**src/rtl/color_threshold_ctrl_pkg.sv**
```systemverilog
// Shared types and constants for the colour-threshold controller.
package color_ctrl_pkg;

  localparam int unsigned CFG_AW      = 2;
  localparam int unsigned CFG_DW      = 8;
  localparam int unsigned THR_W       = 8;
  localparam int unsigned FRAME_CNT_W = 16;

  localparam int unsigned S_THR_DEFAULT = 80;
  localparam int unsigned V_THR_DEFAULT = 180;

  localparam logic [CFG_AW-1:0] ADDR_S    = 2'd0;
  localparam logic [CFG_AW-1:0] ADDR_V    = 2'd1;
  localparam logic [CFG_AW-1:0] ADDR_CTRL = 2'd2;
  localparam logic [CFG_AW-1:0] ADDR_RSVD = 2'd3;

  typedef enum logic [1:0] {
    WAIT_SYNC = 2'd0,
    RUN       = 2'd1,
    COMMIT    = 2'd2
  } state_e;

endpackage

```
**src/rtl/color_threshold_ctrl_if.sv**
```systemverilog
// Host-side configuration write port (valid/ready).
interface color_threshold_ctrl_if;

  logic                                 cfg_valid;
  logic                                 cfg_ready;
  logic [color_ctrl_pkg::CFG_AW-1:0]    cfg_addr;
  logic [color_ctrl_pkg::CFG_DW-1:0]    cfg_data;

  modport master (output cfg_valid, output cfg_addr, output cfg_data, input cfg_ready);
  modport slave  (input cfg_valid, input cfg_addr, input cfg_data, output cfg_ready);

endinterface

```
**src/rtl/vs_edge_detect.sv**
```systemverilog
// Registers VS once and flags the first cycle it shows its active level.
module vs_edge_detect #(
  parameter int unsigned VS_POL = 1
) (
  input  logic clk,
  input  logic rst,
  input  logic vs,
  output logic vs_edge_c
);

  logic vs_act_c;
  logic vs_act_q;

  assign vs_act_c = (VS_POL != 0) ? vs : ~vs;

  // Reset to active so a frame already in sync at reset release raises no edge.
  always_ff @(posedge clk or posedge rst) begin
    if (rst) vs_act_q <= 1'b1;
    else     vs_act_q <= vs_act_c;
  end

  assign vs_edge_c = vs_act_c && !vs_act_q;

endmodule

```
**src/rtl/color_threshold_ctrl.sv**
```systemverilog
// Shadowed S/V threshold config committed at frame boundaries, plus per-frame hit count.
// Optional forced commit on stalled video: define COLOR_CTRL_TIMEOUT_EN.
module color_threshold_ctrl
  import color_ctrl_pkg::*;
#(
  parameter int unsigned S_DEFAULT      = S_THR_DEFAULT,
  parameter int unsigned V_DEFAULT      = V_THR_DEFAULT,
  parameter int unsigned CNT_W          = 22,
  parameter int unsigned VS_POL         = 1
`ifdef COLOR_CTRL_TIMEOUT_EN
  ,
  parameter int unsigned TIMEOUT_CYCLES = 2000000
`endif
) (
  input  logic                   clk,
  input  logic                   rst,
  color_threshold_ctrl_if.slave  cfg,
  input  logic                   hsv_vs,
  input  logic                   hsv_de,
  input  logic                   color,
  output logic [THR_W-1:0]       s_threshold,
  output logic [THR_W-1:0]       v_threshold,
  output logic                   detect_en,
  output logic                   frame_done,
  output logic [CNT_W-1:0]       hit_count,
  output logic [FRAME_CNT_W-1:0] frame_cnt,
`ifdef COLOR_CTRL_TIMEOUT_EN
  output logic                   timeout_flag,
`endif
  output logic                   cfg_pending
);

  state_e             state_q, state_d;
  logic               vs_edge_c;
  logic               wr_c, wr_shadow_c, to_hit_c;
  logic               commit_c, latch_c, clr_acc_c;
  logic               cfg_ready_q;
  logic [THR_W-1:0]   s_shadow_q, v_shadow_q;
  logic               en_shadow_q;
  logic [CNT_W-1:0]   acc_q;

  vs_edge_detect #(.VS_POL(VS_POL)) u_vs_edge (
    .clk       (clk),
    .rst       (rst),
    .vs        (hsv_vs),
    .vs_edge_c (vs_edge_c)
  );

  assign wr_c          = cfg.cfg_valid && cfg_ready_q;
  assign wr_shadow_c   = wr_c && (cfg.cfg_addr != ADDR_RSVD);
  assign cfg.cfg_ready = cfg_ready_q;

`ifdef COLOR_CTRL_TIMEOUT_EN
  localparam int unsigned TO_W = $clog2(TIMEOUT_CYCLES + 1);

  logic [TO_W-1:0] to_cnt_q;
  logic            to_set_c;

  assign to_hit_c = cfg_pending && (state_q != COMMIT) &&
                    (to_cnt_q == TO_W'(TIMEOUT_CYCLES - 1));
  assign to_set_c = to_hit_c && !vs_edge_c;

  // Counts stalled cycles with a pending config; any edge or commit restarts it.
  always_ff @(posedge clk or posedge rst) begin
    if (rst) begin
      to_cnt_q     <= '0;
      timeout_flag <= 1'b0;
    end else begin
      if (vs_edge_c || commit_c)                   to_cnt_q <= '0;
      else if (cfg_pending && (state_q != COMMIT)) to_cnt_q <= to_cnt_q + TO_W'(1);

      if (to_set_c)
        timeout_flag <= 1'b1;
      else if (wr_c && (cfg.cfg_addr == ADDR_CTRL) && cfg.cfg_data[7])
        timeout_flag <= 1'b0;
    end
  end
`else
  assign to_hit_c = 1'b0;
`endif

  // State register.
  always_ff @(posedge clk or posedge rst) begin
    if (rst) state_q <= WAIT_SYNC;
    else     state_q <= state_d;
  end

  // Next state; a write landing in the edge cycle joins that commit.
  always_comb begin
    state_d = state_q;
    unique case (state_q)
      WAIT_SYNC, RUN: begin
        if (vs_edge_c)     state_d = (cfg_pending || wr_shadow_c) ? COMMIT : RUN;
        else if (to_hit_c) state_d = COMMIT;
      end
      COMMIT:  state_d = wr_shadow_c ? COMMIT : RUN;
      default: state_d = WAIT_SYNC;
    endcase
  end

  // Per-state controls; no count is published until one full frame has been seen.
  always_comb begin
    commit_c  = 1'b0;
    latch_c   = 1'b0;
    clr_acc_c = 1'b0;
    unique case (state_q)
      WAIT_SYNC: clr_acc_c = vs_edge_c;
      RUN: begin
        latch_c   = vs_edge_c;
        clr_acc_c = vs_edge_c;
      end
      COMMIT: begin
        commit_c  = 1'b1;
        latch_c   = vs_edge_c;
        clr_acc_c = vs_edge_c;
      end
      default: ;
    endcase
  end

  // Config shadows, live copies and the host-facing ready.
  always_ff @(posedge clk or posedge rst) begin
    if (rst) begin
      s_shadow_q  <= THR_W'(S_DEFAULT);
      v_shadow_q  <= THR_W'(V_DEFAULT);
      en_shadow_q <= 1'b1;
      s_threshold <= THR_W'(S_DEFAULT);
      v_threshold <= THR_W'(V_DEFAULT);
      detect_en   <= 1'b1;
      cfg_pending <= 1'b0;
      cfg_ready_q <= 1'b1;
    end else begin
      cfg_ready_q <= (state_d != COMMIT);
      if (wr_c) begin
        unique case (cfg.cfg_addr)
          ADDR_S:    s_shadow_q  <= cfg.cfg_data;
          ADDR_V:    v_shadow_q  <= cfg.cfg_data;
          ADDR_CTRL: en_shadow_q <= cfg.cfg_data[0];
          default:   ;
        endcase
      end
      if (commit_c) begin
        s_threshold <= s_shadow_q;
        v_threshold <= v_shadow_q;
        detect_en   <= en_shadow_q;
        cfg_pending <= 1'b0;
      end else if (wr_shadow_c) begin
        cfg_pending <= 1'b1;
      end
    end
  end

  // Saturating hit accumulator and per-frame publication.
  always_ff @(posedge clk or posedge rst) begin
    if (rst) begin
      acc_q      <= '0;
      hit_count  <= '0;
      frame_cnt  <= '0;
      frame_done <= 1'b0;
    end else begin
      frame_done <= latch_c;
      if (latch_c) begin
        hit_count <= acc_q;
        frame_cnt <= frame_cnt + FRAME_CNT_W'(1);
      end
      if (clr_acc_c || vs_edge_c)
        acc_q <= '0;
      else if (hsv_de && !color && detect_en && (acc_q != {CNT_W{1'b1}}))
        acc_q <= acc_q + CNT_W'(1);
    end
  end

endmodule

```
**src/flat_wrapper.sv**
```systemverilog
// flat-port wrapper written by rule: the top's interface ports become plain ports
module color_threshold_ctrl_flat import color_ctrl_pkg::*;
#(
  parameter int unsigned S_DEFAULT      = S_THR_DEFAULT,
  parameter int unsigned V_DEFAULT      = V_THR_DEFAULT,
  parameter int unsigned CNT_W          = 22,
  parameter int unsigned VS_POL         = 1

)
  (clk, rst, hsv_vs, hsv_de, color, s_threshold, v_threshold, detect_en, frame_done, hit_count, frame_cnt, cfg_pending, cfg_cfg_valid, cfg_cfg_addr, cfg_cfg_data, cfg_cfg_ready);
  color_threshold_ctrl_if cfg_i ();
  input  logic clk;
  input  logic rst;
  input  logic hsv_vs;
  input  logic hsv_de;
  input  logic color;
  output logic [THR_W-1:0] s_threshold;
  output logic [THR_W-1:0] v_threshold;
  output logic detect_en;
  output logic frame_done;
  output logic [CNT_W-1:0] hit_count;
  output logic [FRAME_CNT_W-1:0] frame_cnt;
  output logic cfg_pending;
  input wire logic [$bits(cfg_i.cfg_valid)-1:0] cfg_cfg_valid;
  input wire logic [$bits(cfg_i.cfg_addr)-1:0] cfg_cfg_addr;
  input wire logic [$bits(cfg_i.cfg_data)-1:0] cfg_cfg_data;
  output wire logic [$bits(cfg_i.cfg_ready)-1:0] cfg_cfg_ready;
  assign cfg_i.cfg_valid = cfg_cfg_valid;
  assign cfg_i.cfg_addr = cfg_cfg_addr;
  assign cfg_i.cfg_data = cfg_cfg_data;
  assign cfg_cfg_ready = cfg_i.cfg_ready;
  color_threshold_ctrl #(.S_DEFAULT(S_DEFAULT), .V_DEFAULT(V_DEFAULT), .CNT_W(CNT_W), .VS_POL(VS_POL)) u_core (.clk(clk), .rst(rst), .cfg(cfg_i), .hsv_vs(hsv_vs), .hsv_de(hsv_de), .color(color), .s_threshold(s_threshold), .v_threshold(v_threshold), .detect_en(detect_en), .frame_done(frame_done), .hit_count(hit_count), .frame_cnt(frame_cnt), .cfg_pending(cfg_pending));
endmodule
```
**config.mk**
```make
export PLATFORM = sky130hd
export DESIGN_NAME = color_threshold_ctrl_flat
export DESIGN_NICKNAME = d
export VERILOG_FILES = /design/src/rtl/color_threshold_ctrl_pkg.sv /design/src/rtl/color_threshold_ctrl_if.sv /design/src/rtl/vs_edge_detect.sv /design/src/rtl/color_threshold_ctrl.sv /design/src/flat_wrapper.sv
export SDC_FILE = /design/constraint.sdc
export NUM_CORES = 1
export LEC_CHECK = 0
export ABC_AREA = 0
export CAP_MARGIN = 20
export CORE_UTILIZATION = 39
export CTS_CLUSTER_SIZE = 30
export DETAILED_ROUTE_END_ITERATION = 16
export PLACE_DENSITY = 0.63
export SYNTH_ARGS = -nofsm -noshare
export SYNTH_HDL_FRONTEND = slang
export SYNTH_SLANG_ARGS = --single-unit
```
**constraint.sdc**
```tcl
create_clock -name clk -period 3.6 [get_ports clk]
set_input_delay 0.72 -clock clk [delete_from_list [all_inputs] [get_ports clk]]
set_output_delay 0.72 -clock clk [all_outputs]
set_load 0.05 [all_outputs]
```
==> key figures, run 1 <==
STA
  • Min cycle time layout: 2500 ps
  • Skew final: between 10 and 15 ps
  • Slew @ Worst Pin: ~910 ps
  • # setup viols final: 0
  • Final Max Slew Viols: 0
  • Slew HR: roughly 40%
  • Final Hold Slack: 473 ps
  • RSZ-0062 raised after global routing: no
  • Post-route setup TNS: 0 ps
  • Maximum clock rate: 400 MHz
  • Worst setup margin: ~1100 ps
  • Final Hold Viols: 0
  • Fin crit share: 69.5%

Synth
  • Synth warnings: 0
  • Synth Area in Compound Gates: 5.00%
  • Synth Instances: approximately 380
  • Adder-cell share of the synthesized area: under 10%
  • Count of cell types in the netlist: 44
  • Primary FF master, synth: dfrtp_1
  • Post-Synth XOR/XNOR Area: under 10%
  • Async SR Flop Fraction: 100%
  • Syn Area/Cell: 11.4 µm²
  • Netlist Area Pre-Place: ~4300 µm²
  • Mux cell area share after synthesis: 9.16%
  • #FFs+latches synth: 100
  • Simple-Gate Fraction of Synth Area: 18.4%
  • Net Count, Synth: 401
  • Post-synth EDFFs: 0
  • Seq/Total Area, Yosys: 58.6%
  • Main combinational cell family by area after synthesis: simple AND/OR/NAND/NOR gates

Setup path
  • Worst path max stage delay: 840 ps
  • Worst Path Required: ~2900 ps
  • Arr. time, crit path: 1780 ps
  • Critical path buffers and inverters: 1
  • Worst Setup End Kind: primary output
  • R2R setup slack: 1430 ps
  • Crit Path Class: register to primary output
  • CP delay by family, top: buffers and inverters
  • Max stage delay cell, worst path: clkdlybuf4s50_1
  • Startpoint Class: register
  • R2R Path Start: u_core.acc_q[13]
  • Crit path from: u_core.detect_en
  • Worst-path maximum fanout: 4
  • Critical-path cell list: clkdlybuf4s50_1

Cells and area
  • Layout cell share with drive strength beyond 1: 18.7%
  • Nets: between 400 and 500
  • Area Growth Syn to Fin: 25.5%
  • Final Util: 51.4%
  • Final instance area: 5400 µm²
  • Non-filler cells, final: 597
  • Antenna cell count: 0

Clock network
  • CTS tree: yes
  • CTS Hold Bufs: 0
  • Post-cts sizing count: 0
  • CTS buffer count: 9
  • CTS Buffer Depth: 2
  • Clk_lat worst skew: approximately 370 ps
  • Clk sink count: 100
  • # Post-CTS Setup Buffers: 0
  • Root Driver: clkbuf_8
  • CTS clk-pin slew, worst paths: 100 ps
  • H-tree depth: 3

Floorplan
  • Die ar.: 11,500 µm²
  • Die width: 107 µm
  • Initial Util: 41.0%
  • Die Y: 107 µm
  • Core ar.: 10,500 µm²
  • # rows: 37
  • IO Pins: 74

Global routing
  • Number of global-route vias before repair: 3,015
  • Gr usage total: 16.7%
  • Initial antenna violation count: 0
  • Global route total overflow: 0
  • First-pass GRT wire length: 15.0 mm
  • GR peak layer: met2
  • Pin count of the biggest net entering global routing: 60
  • Grt met1 use: 23.0%
  • Met2 GRT Util: between 20% and 30%
  • Met3 usage: about 4.4%

Route
  • Vias/cell: 5.01
  • # DRC: 0
  • Vias: 2,988
  • Final wirelength: 8.74 mm
  • Drt wl/cell: 14.6 µm
  • Final ANT Viol Nets: 0
  • First-pass DRT Iterations: 4
  • DRT iter0 DRCs: 166

Placement
  • GPL Wtd Cong: 0.835
  • Dpl cell area: 5190 µm²
  • Port bufs: 73
  • HPWL after detailed placement: slightly below 6 mm
  • Placed instance count: 581
  • DP Worst Slack: ~840 ps

Power and ir drop
  • PD cells: roughly 690 nW/µm²
  • Lkg Pwr: 2.34 nW
  • Total power: 3.71 mW
  • Max VDD drop: 0.569 mV

Run status
  • Status: finished clean

Run
  • Maximum capacitance violations: 0

Min path
  • Hold wc startpoint: u_core.frame_cnt[15]
  • Hold crit path type: register to register
cells in the mapped netlist, drive strengths merged, types with 3 or more instances:
| master | instances | area [µm²] |
|---|---|---|
| dfrtp | 84 | 2100 |
| nand2 | 81 | 304 |
| mux2 | 35 | 394 |
| nor2 | 23 | 86.3 |
| xnor2 | 19 | 166 |
| dfstp | 16 | 420 |
| nand3 | 11 | 55.1 |
| a21oi | 10 | 50.1 |
| o21ai | 10 | 50.1 |
| clkbuf | 9 | 37.5 |
| nand4 | 9 | 71.3 |
| nor3 | 8 | 40.0 |
| ha | 6 | 75.1 |
| or3 | 6 | 37.5 |
| and4 | 5 | 45.0 |
| inv | 5 | 18.8 |
| nor4 | 5 | 56.3 |
| xor2 | 5 | 43.8 |
| a211oi | 4 | 30.0 |
| and3 | 3 | 20.0 |
| o21a | 3 | 22.5 |
power breakdown:
group	internal (mW)	switching, mW	total (mW)
clock network	0.342	0.429	0.771
registers	1.42	0.165	1.58
logic	0.520	0.838	1.36
total	2.28	1.43	3.71
path summary, 6_finish.rpt:
kind,endpoint,cells after the start
setup / recovery,detect_en,1
hold / removal,u_core.frame_cnt[15],1
setup reg to reg,u_core.acc_q[15],6
hold reg to reg,u_core.frame_cnt[15],1
max in group asynchronous,u_core.detect_en,3
min in group asynchronous,u_core.frame_cnt[15],2
layout by cell type, fill, tap and decap left out, types with 2 or more instances in the layout:
master,instances
nand3b_1,2
nand2b_1,2
o21a_1,3
a31oi_1,2
inv_6,4
ha_1,6
inv_1,4
xor2_1,5
xnor2_1,19
a21oi_1,10
inv_8,2
nor2b_1,2
dfrtp_1,84
or3_1,6
nand4_1,8
clkdlybuf4s50_1,73
nand3_1,11
nor2_1,23
and3_1,2
nor3_1,8
dfstp_2,16
clkbuf_8,9
o21ai_1,6
mux2_2,35
a211oi_1,4
o21ai_0,4
and4_1,4
nor4_2,4
buf_4,5
nand2_1,81
registers in the layout, indices dropped and copies added, names as in the netlist:
name                       flops
u_core.acc_q                  22
u_core.cfg.cfg_ready           1
u_core.cfg_pending             1
u_core.detect_en               1
u_core.en_shadow_q             1
u_core.frame_cnt              16
u_core.frame_done              1
u_core.hit_count              22
u_core.s_shadow_q              8
u_core.s_threshold             8
u_core.state_q                 2
u_core.u_vs_edge.vs_act_q      1
u_core.v_shadow_q              8
u_core.v_threshold             8
routing by layer:
| layer | share of wire (%) | up-vias |
|---|---|---|
| li1 | - | 1456 |
| met1 | 47 | 1453 |
| met2 | 46 | 73 |
| met3 | 6.0 | 6 |
| met4 | 0.86 | 0 |
| met5 | 0 | - |
cells by family (layout without fill, tap and decap cells):
group | Yosys count | count (layout)
adders and majority gates | 6 | 6
muxes | 35 | 35
xor gates and xnor gates | 24 | 24
buffers and inverters | 19 | 101
and+or+nand+nor | 161 | 161
AOI/OAI and AO/OA | 34 | 34
DFF | 100 | 100
final cells by class:
type	count	area (µm²)
fill	922	5110
multi-input combinational	260	1690
timing repair buffer	79	788
clock inverter	7	87.6
tap	136	170
clock buffer	9	124
sequential	100	2520
inverter	6	25.0
(Power assumes the default switching activity.)
==> run 2, diff against run 1 <==
==> constraint.sdc (replaced) <==
create_clock -name clk -period 2.5 [get_ports clk]
set_input_delay 0.5 -clock clk [delete_from_list [all_inputs] [get_ports clk]]
set_output_delay 0.5 -clock clk [all_outputs]
set_load 0.05 [all_outputs]
==> key figures, run 2 (same netlist as run 1, synthesis figures left out) <==
STA
  • Slew @ Worst Pin: 552 ps (-362 ps)
  • Skew final: 13.1 ps (+2.04 ps)
  • RSZ-0062 raised after global routing: no
  • Slew HR: 62.9% (+24 points)
  • Fin crit share: between 80 and 90%
  • Final Hold Viols: 0 (unchanged)
  • Min cycle time layout: 2250 ps
  • Maximum clock rate: between 400 and 500 MHz
  • # setup viols final: 0 (unchanged)
  • Final Max Slew Viols: 0 (unchanged)
  • Post-route setup TNS: 0 ps (unchanged)

Cells and area
  • Non-filler cells, final: 601 (+0.67%)
  • Commonest non-fill, non-tap cell in the layout: dfrtp_1
  • Area Growth Syn to Fin: 26.4%
  • # fillers: 973 (+5.5%)
  • Antenna cell count: 0 (unchanged)
  • Biggest regs: u_core.acc_q: 22 flops, u_core.hit_count: 22 flops, u_core.frame_cnt: 16 flops
  • Final instance area: 5440 µm² (+0.67%)
  • Nets: 482 (+0.84%)
  • Most frequent cells in the layout: dfrtp_1, nand2_1, clkdlybuf4s50_1
  • Layout cell share with drive strength beyond 1: 19.4% (+0.70 points)

Clock network
  • Clk sink count: 100 (unchanged)
  • CTS clk-pin slew, worst paths: 100 ps (about the same)
  • Post-cts sizing count: 0 (unchanged)
  • CTS Buffer Depth: 2 (unchanged)
  • # Post-CTS Setup Buffers: 0 (unchanged)
  • CTS Hold Bufs: 0 (unchanged)
  • CTS tree: yes
  • CTS buffer count: 9 (unchanged)
  • H-tree depth: 3 (unchanged)
  • Clk_lat worst skew: 370 ps (about the same)
  • Root Driver: clkbuf_8

Setup path
  • Arr. time, crit path: 1750 ps (-30 ps)
  • Worst Setup End Kind: primary output
  • CP delay by family, top: buffers and inverters
  • R2R setup slack: 410 ps (-1020 ps)
  • Critical-path cell list: clkdlybuf4s50_1
  • Critical path buffers and inverters: 1 (unchanged)
  • Max stage delay cell, worst path: clkdlybuf4s50_1
  • Worst-path maximum fanout: 4 (unchanged)
  • Startpoint Class: register
  • Crit Path Class: register to primary output
  • Worst Path Required: 2000 ps (-880 ps)
  • Worst path max stage delay: 810 ps (-30 ps)

Floorplan
  • Die Y: 107 µm (unchanged)
  • Initial Util: 41.0% (unchanged)
  • Die ar.: 11,500 µm² (unchanged)
  • Core ar.: 10,500 µm² (unchanged)
  • # rows: 37 (unchanged)
  • Die width: 107 µm (unchanged)
  • IO Pins: 74 (unchanged)

Power and ir drop
  • Clk pwr share: 20.8% (about the same)
  • Pint: 3.29 mW (+44%)
  • PD cells: 983 nW/µm² (+43%)
  • Switching Share: 38.5% (-0.075 points)
  • Lkg Pwr: 2.35 nW (+0.69%)
  • Comb power frac: 36.7% (about the same)
  • Net Sw Power: 2.06 mW (+44%)
  • Sequential fraction of design power: 42.5% (about the same)
  • Max VDD drop: 0.660 mV (+16%)

Route
  • Routed met3 length: 582 µm (+11%)
  • Vias: 3,021 (+1.1%)
  • Met1 Wirelength: 4.22 mm (+1.7%)
  • Drt wl/cell: 14.3 µm (-2.2%)
  • First-pass DRT Iterations: 4 (unchanged)
  • Met2 wire len: 3.70 mm (-7.4%)
  • Final ANT Viol Nets: 0 (unchanged)
  • Final wirelength: 8.60 mm (-1.6%)
  • DRT iter0 DRCs: 150 (-9.6%)
  • Highest routed layer: met4
  • # DRC: 0 (unchanged)
  • Vias/cell: 5.03 (+0.43%)

Placement
  • Placed instance count: 585 (+0.69%)
  • HPWL after detailed placement: 5.87 mm (-1.5%)
  • Dpl cell area: 5220 µm² (+0.60%)
  • GPL Wtd Cong: 0.780 (-6.6%)
  • Port bufs: 73 (unchanged)

Run
  • Maximum capacitance violations: 0 (unchanged)

Global routing
  • Global route total overflow: 0 (unchanged)
  • Gr usage total: 16.5% (-0.27 points)
  • Initial antenna violation count: 0 (unchanged)
  • Pin count of the biggest net entering global routing: 101 (+68%)
  • Number of global-route vias before repair: 3,095 (+2.7%)
  • First-pass GRT wire length: 14.9 mm (-0.41%)

Run status
  • Status: finished clean

Min path
  • Hold crit path type: register to register
[run 2: routing by layer]
metal  vias to the layer above  global-route usage (%)
li1                       1468                       -
met1                      1466                    23.6
met2                        80                    23.8
met3                         7                    4.74
met4                         0                    5.68
met5                         -                       0
[run 2: cell type report]
class	count	area, µm²	share of cell area, %
Timing Repair Buffer	83	818	15.0
Sequential cell	100	2520	46.4
Tap cell	136	170	3.13
Multi-Input combinational cell	260	1690	31.0
Inverter	6	26.3	0.483
Clock buffer	9	124	2.28
Clock inverter	7	92.6	1.70
[run 2: worst paths after layout]
kind,start,cells past startpoint,end
worst max-delay path,u_core.detect_en,1,detect_en
worst min-delay path,u_core.hit_count[14],2,u_core.hit_count[14]
worst max register to register,u_core.acc_q[0],6,u_core.acc_q[11]
worst min register to register,u_core.hit_count[14],2,u_core.hit_count[14]
max in group asynchronous,rst,3,u_core.u_vs_edge.vs_act_q
min in group asynchronous,rst,3,u_core.s_threshold[5]
[run 2: power by group through the flow]
stage | Combinational, mW | Clock (mW) | Sequential, mW
3_5_place_dp | 1.98 | 0 | 2.31
6_report | 1.96 | 1.11 | 2.27
5_1_grt | 2.10 | 1.21 | 2.33
2_1_floorplan | 0.611 | 0 | 3.02
3_3_place_gp | 1.96 | 0 | 2.29
4_1_cts | 1.99 | 1.14 | 2.28
[run 2: through the flow]
| stage | power (mW) | hold WS, ps | setup slack, ps | utilization [%] |
|---|---|---|---|---|
| global route | 5.64 | 504 | 221 | 51.8 |
| finish | 5.35 | 478 | 253 | 51.8 |
| global placement | 4.26 | 457 | 68.9 | 49.7 |
| floorplan | 3.63 | 474 | 275 | - |
| detailed placement | 4.29 | 463 | 20.5 | 49.7 |
| CTS | 5.41 | 488 | 247 | 51.8 |
==> run 3, diff against run 2 <==
--- a/config.mk
+++ b/config.mk
@@ -7,10 +7,12 @@
 export LEC_CHECK = 0
 export ABC_AREA = 0
 export CAP_MARGIN = 20
+export CORE_ASPECT_RATIO = 1.5
 export CORE_UTILIZATION = 39
 export CTS_CLUSTER_SIZE = 30
 export DETAILED_ROUTE_END_ITERATION = 16
 export PLACE_DENSITY = 0.63
 export SYNTH_ARGS = -nofsm -noshare
 export SYNTH_HDL_FRONTEND = slang
+export SYNTH_HIERARCHICAL = 1
 export SYNTH_SLANG_ARGS = --single-unit
==> key figures, run 3 <==
Setup path
  • Crit Path Class: register to primary output
  • Critical-path cell list: clkdlybuf4s50_1
  • R2R setup slack: 440 ps (+30 ps)
  • Critical path buffers and inverters: 1 (unchanged)
  • R2R cell count: 6 (unchanged)
  • Worst R2R End: u_core/acc_q[21]
  • Crit path from: u_core/cfg.cfg_ready
  • WP depth: 1 (unchanged)
  • CP delay by family, top: buffers and inverters
  • Worst path max stage delay: 830 ps (+20 ps)
  • R2R Path Start: u_core/acc_q[0]
  • Arr. time, crit path: 1750 ps (about the same)
  • Startpoint Class: register
  • Worst setup path end: cfg_cfg_ready
  • Worst Setup End Kind: primary output
  • Max stage delay cell, worst path: clkdlybuf4s50_1
  • Worst Path Required: 2000 ps (about the same)
  • Worst-path maximum fanout: 6 (+2)

Cells and area
  • Layout cell share with drive strength beyond 1: 27.8% (+8.5 points)
  • Nets: 452 (-6.2%)
  • Most frequent cells in the layout: dfrtp_1, clkdlybuf4s50_1, mux2_2
  • Biggest regs: u_core/acc_q: 22 flops, u_core/hit_count: 22 flops, u_core/frame_cnt: 16 flops
  • Area Growth Syn to Fin: 29.9%
  • Antenna cell count: 0 (unchanged)
  • # fillers: 965 (-0.82%)
  • Non-filler cells, final: 582 (-3.2%)
  • Final instance area: 5690 µm² (+4.6%)
  • Commonest non-fill, non-tap cell in the layout: dfrtp_1

STA
  • Slew @ Worst Pin: 671 ps (+118 ps)
  • Fin crit share: 90.0% (+0.16 points)
  • Maximum clock rate: 444 MHz (-0.18%)
  • Min cycle time layout: 2250 ps (+4.08 ps)
  • Final Max Slew Viols: 0 (unchanged)
  • Slew HR: 55.1% (-7.8 points)
  • Worst setup margin: 249 ps (-4.08 ps)
  • RSZ-0062 raised after global routing: no
  • Post-route setup TNS: 0 ps (unchanged)
  • # setup viols final: 0 (unchanged)
  • Final Hold Slack: 483 ps (+4.14 ps)
  • Skew final: 6.79 ps (-6.27 ps)
  • Final Hold Viols: 0 (unchanged)

Power and ir drop
  • Sequential fraction of design power: 40.4% (-2.1 points)
  • Max VDD drop: 0.772 mV (+17%)
  • Net Sw Power: 1.99 mW (-3.6%)
  • Pint: 3.58 mW (+8.9%)
  • Comb power frac: 34.1% (-2.6 points)
  • Switching Share: 35.7% (-2.8 points)
  • Clk pwr share: 25.5% (+4.7 points)
  • PD cells: 979 nW/µm² (-0.46%)
  • Lkg Pwr: 2.44 nW (+3.7%)

Route
  • # DRC: 0 (unchanged)
  • DRT iter0 DRCs: 67 (-55%)
  • Final wirelength: 8.61 mm (+0.12%)
  • Final ANT Viol Nets: 0 (unchanged)
  • Drt wl/cell: 14.8 µm (+3.4%)
  • First-pass DRT Iterations: 4 (unchanged)
  • Vias/cell: 5.01 (-0.43%)
  • Vias: 2,913 (-3.6%)

Global routing
  • Global route total overflow: 0 (unchanged)
  • Gr usage total: 16.0% (-0.46 points)
  • Pin count of the biggest net entering global routing: 61 (-40%)
  • Number of global-route vias before repair: 3,054 (-1.3%)
  • First-pass GRT wire length: 14.6 mm (-2.2%)
  • Initial antenna violation count: 0 (unchanged)

Clock network
  • H-tree depth: 3 (unchanged)
  • CTS Hold Bufs: 0 (unchanged)
  • CTS tree: yes
  • Clk sink count: 100 (unchanged)
  • CTS buffer count: 9 (unchanged)
  • Root Driver: clkbuf_16
  • Post-cts sizing count: 0 (unchanged)
  • CTS clk-pin slew, worst paths: 70 ps (-30 ps)
  • Clk_lat worst skew: 340 ps (-30 ps)
  • CTS Buffer Depth: 2 (unchanged)
  • # Post-CTS Setup Buffers: 0 (unchanged)

Synth
  • Most common cell in the netlist: dfrtp_1
  • Syn Area/Cell: 12.9 µm² (+14%)
  • Top cells by count, synth: dfrtp_1, mux2_2, nor2_1, xnor2_1, nand2_1
  • Net Count, Synth: 361 (-10%)
  • Netlist Area Pre-Place: 4380 µm² (+1.7%)
  • Primary FF master, synth: dfrtp_1
  • Synth area leader: dfrtp_1
  • Post-synth EDFFs: 0 (unchanged)
  • Synth Instances: 339 (-11%)
  • Synth warnings: 6 (+6)
  • Yosys top cell area share: 48.0% (-0.82 points)
  • Synth area leaders: dfrtp_1, mux2_2, dfstp_2
  • Async SR Flop Fraction: 100% (unchanged)
  • Seq/Total Area, Yosys: 57.6% (-0.99 points)
  • Count of cell types in the netlist: 47 (+6.8%)
  • #FFs+latches synth: 100 (unchanged)

Floorplan
  • Die width: 88.5 µm (-17%)
  • Core ar.: 11,000 µm² (+4.6%)
  • Initial Util: 39.8% (-1.1 points)
  • IO Pins: 74 (unchanged)
  • # rows: 47 (+27%)
  • Die Y: 132 µm (+23%)
  • Die ar.: 11,700 µm² (+1.8%)

Placement
  • Placed instance count: 566 (-3.2%)
  • HPWL after detailed placement: 6.19 mm (+5.6%)
  • DP Worst Slack: 93.0 ps (+72.5 ps)
  • Dpl cell area: 5380 µm² (+3.0%)
  • GPL Wtd Cong: 0.736 (-5.6%)
  • Port bufs: 73 (unchanged)

Run
  • Maximum capacitance violations: 0 (unchanged)

Min path
  • Hold crit path type: register to register
  • Hold depth: 1 (-1)

Run status
  • Status: finished clean
[run 3: routing by layer]
metal | global-route usage (%) | routed length, µm | vias up
met5 | 0 | 0 | -
met3 | 4.76 | 453 | 10
met4 | 5.65 | 122 | 0
met1 | 18.5 | 3500 | 1473
li1 | - | - | 1377
met2 | 27.6 | 4530 | 53
[run 3: logic make-up (layout without fill, tap and decap cells)]
kind of cell               after synthesis  in the layout  share of synthesized area [%]
adders and majority gates                6              6                           1.71
muxes                                   57             57                           14.6
buffers and inverters                   16            112                           1.74
xor gates and xnor gates                29             29                           5.80
and+or+nand+nor                        101            101                           13.1
AOI/OAI and AO/OA                       30             30                           5.43
DFF                                    100            100                           57.6
[run 3: layout make-up]
type | instances | area, µm² | area share (%)
clock inverter | 7 | 83.8 | 1.47
sequential | 100 | 2520 | 44.3
clock buffer | 9 | 225 | 3.96
multi-input combinational | 223 | 1780 | 31.3
timing repair buffer | 89 | 863 | 15.2
inverter | 7 | 30.0 | 0.528
tap | 147 | 184 | 3.23
[run 3: how the worst min path moves through the flow]
stage                     slack (ps)            startpoint                   endpoint
after floorplan                  390                   rst  u_core/u_vs_edge/vs_act_q
after detailed placement         480  u_core/frame_cnt[15]       u_core/frame_cnt[15]
final                            480  u_core/frame_cnt[15]       u_core/frame_cnt[15]
after global placement           460  u_core/frame_cnt[15]       u_core/frame_cnt[15]
after global routing             500  u_core/frame_cnt[15]       u_core/frame_cnt[15]
after CTS                        490  u_core/frame_cnt[15]       u_core/frame_cnt[15]
[run 3: power by group through the flow]
stage | Sequential [mW] | Combinational (mW) | Clock, mW
after floorplan | 2.95 | 0.608 | 0
after global placement | 2.27 | 1.89 | 0
after detailed placement | 2.28 | 1.91 | 0
after CTS | 2.25 | 1.92 | 1.47
after global routing | 2.30 | 2.00 | 1.53
final | 2.25 | 1.90 | 1.42
[run 3: metrics by stage]
step,util (%),total power [mW]
final,51.7,5.57
after floorplan,-,3.56
after CTS,51.7,5.65
after detailed placement,48.9,4.20
after global routing,51.7,5.83
after global placement,48.9,4.16
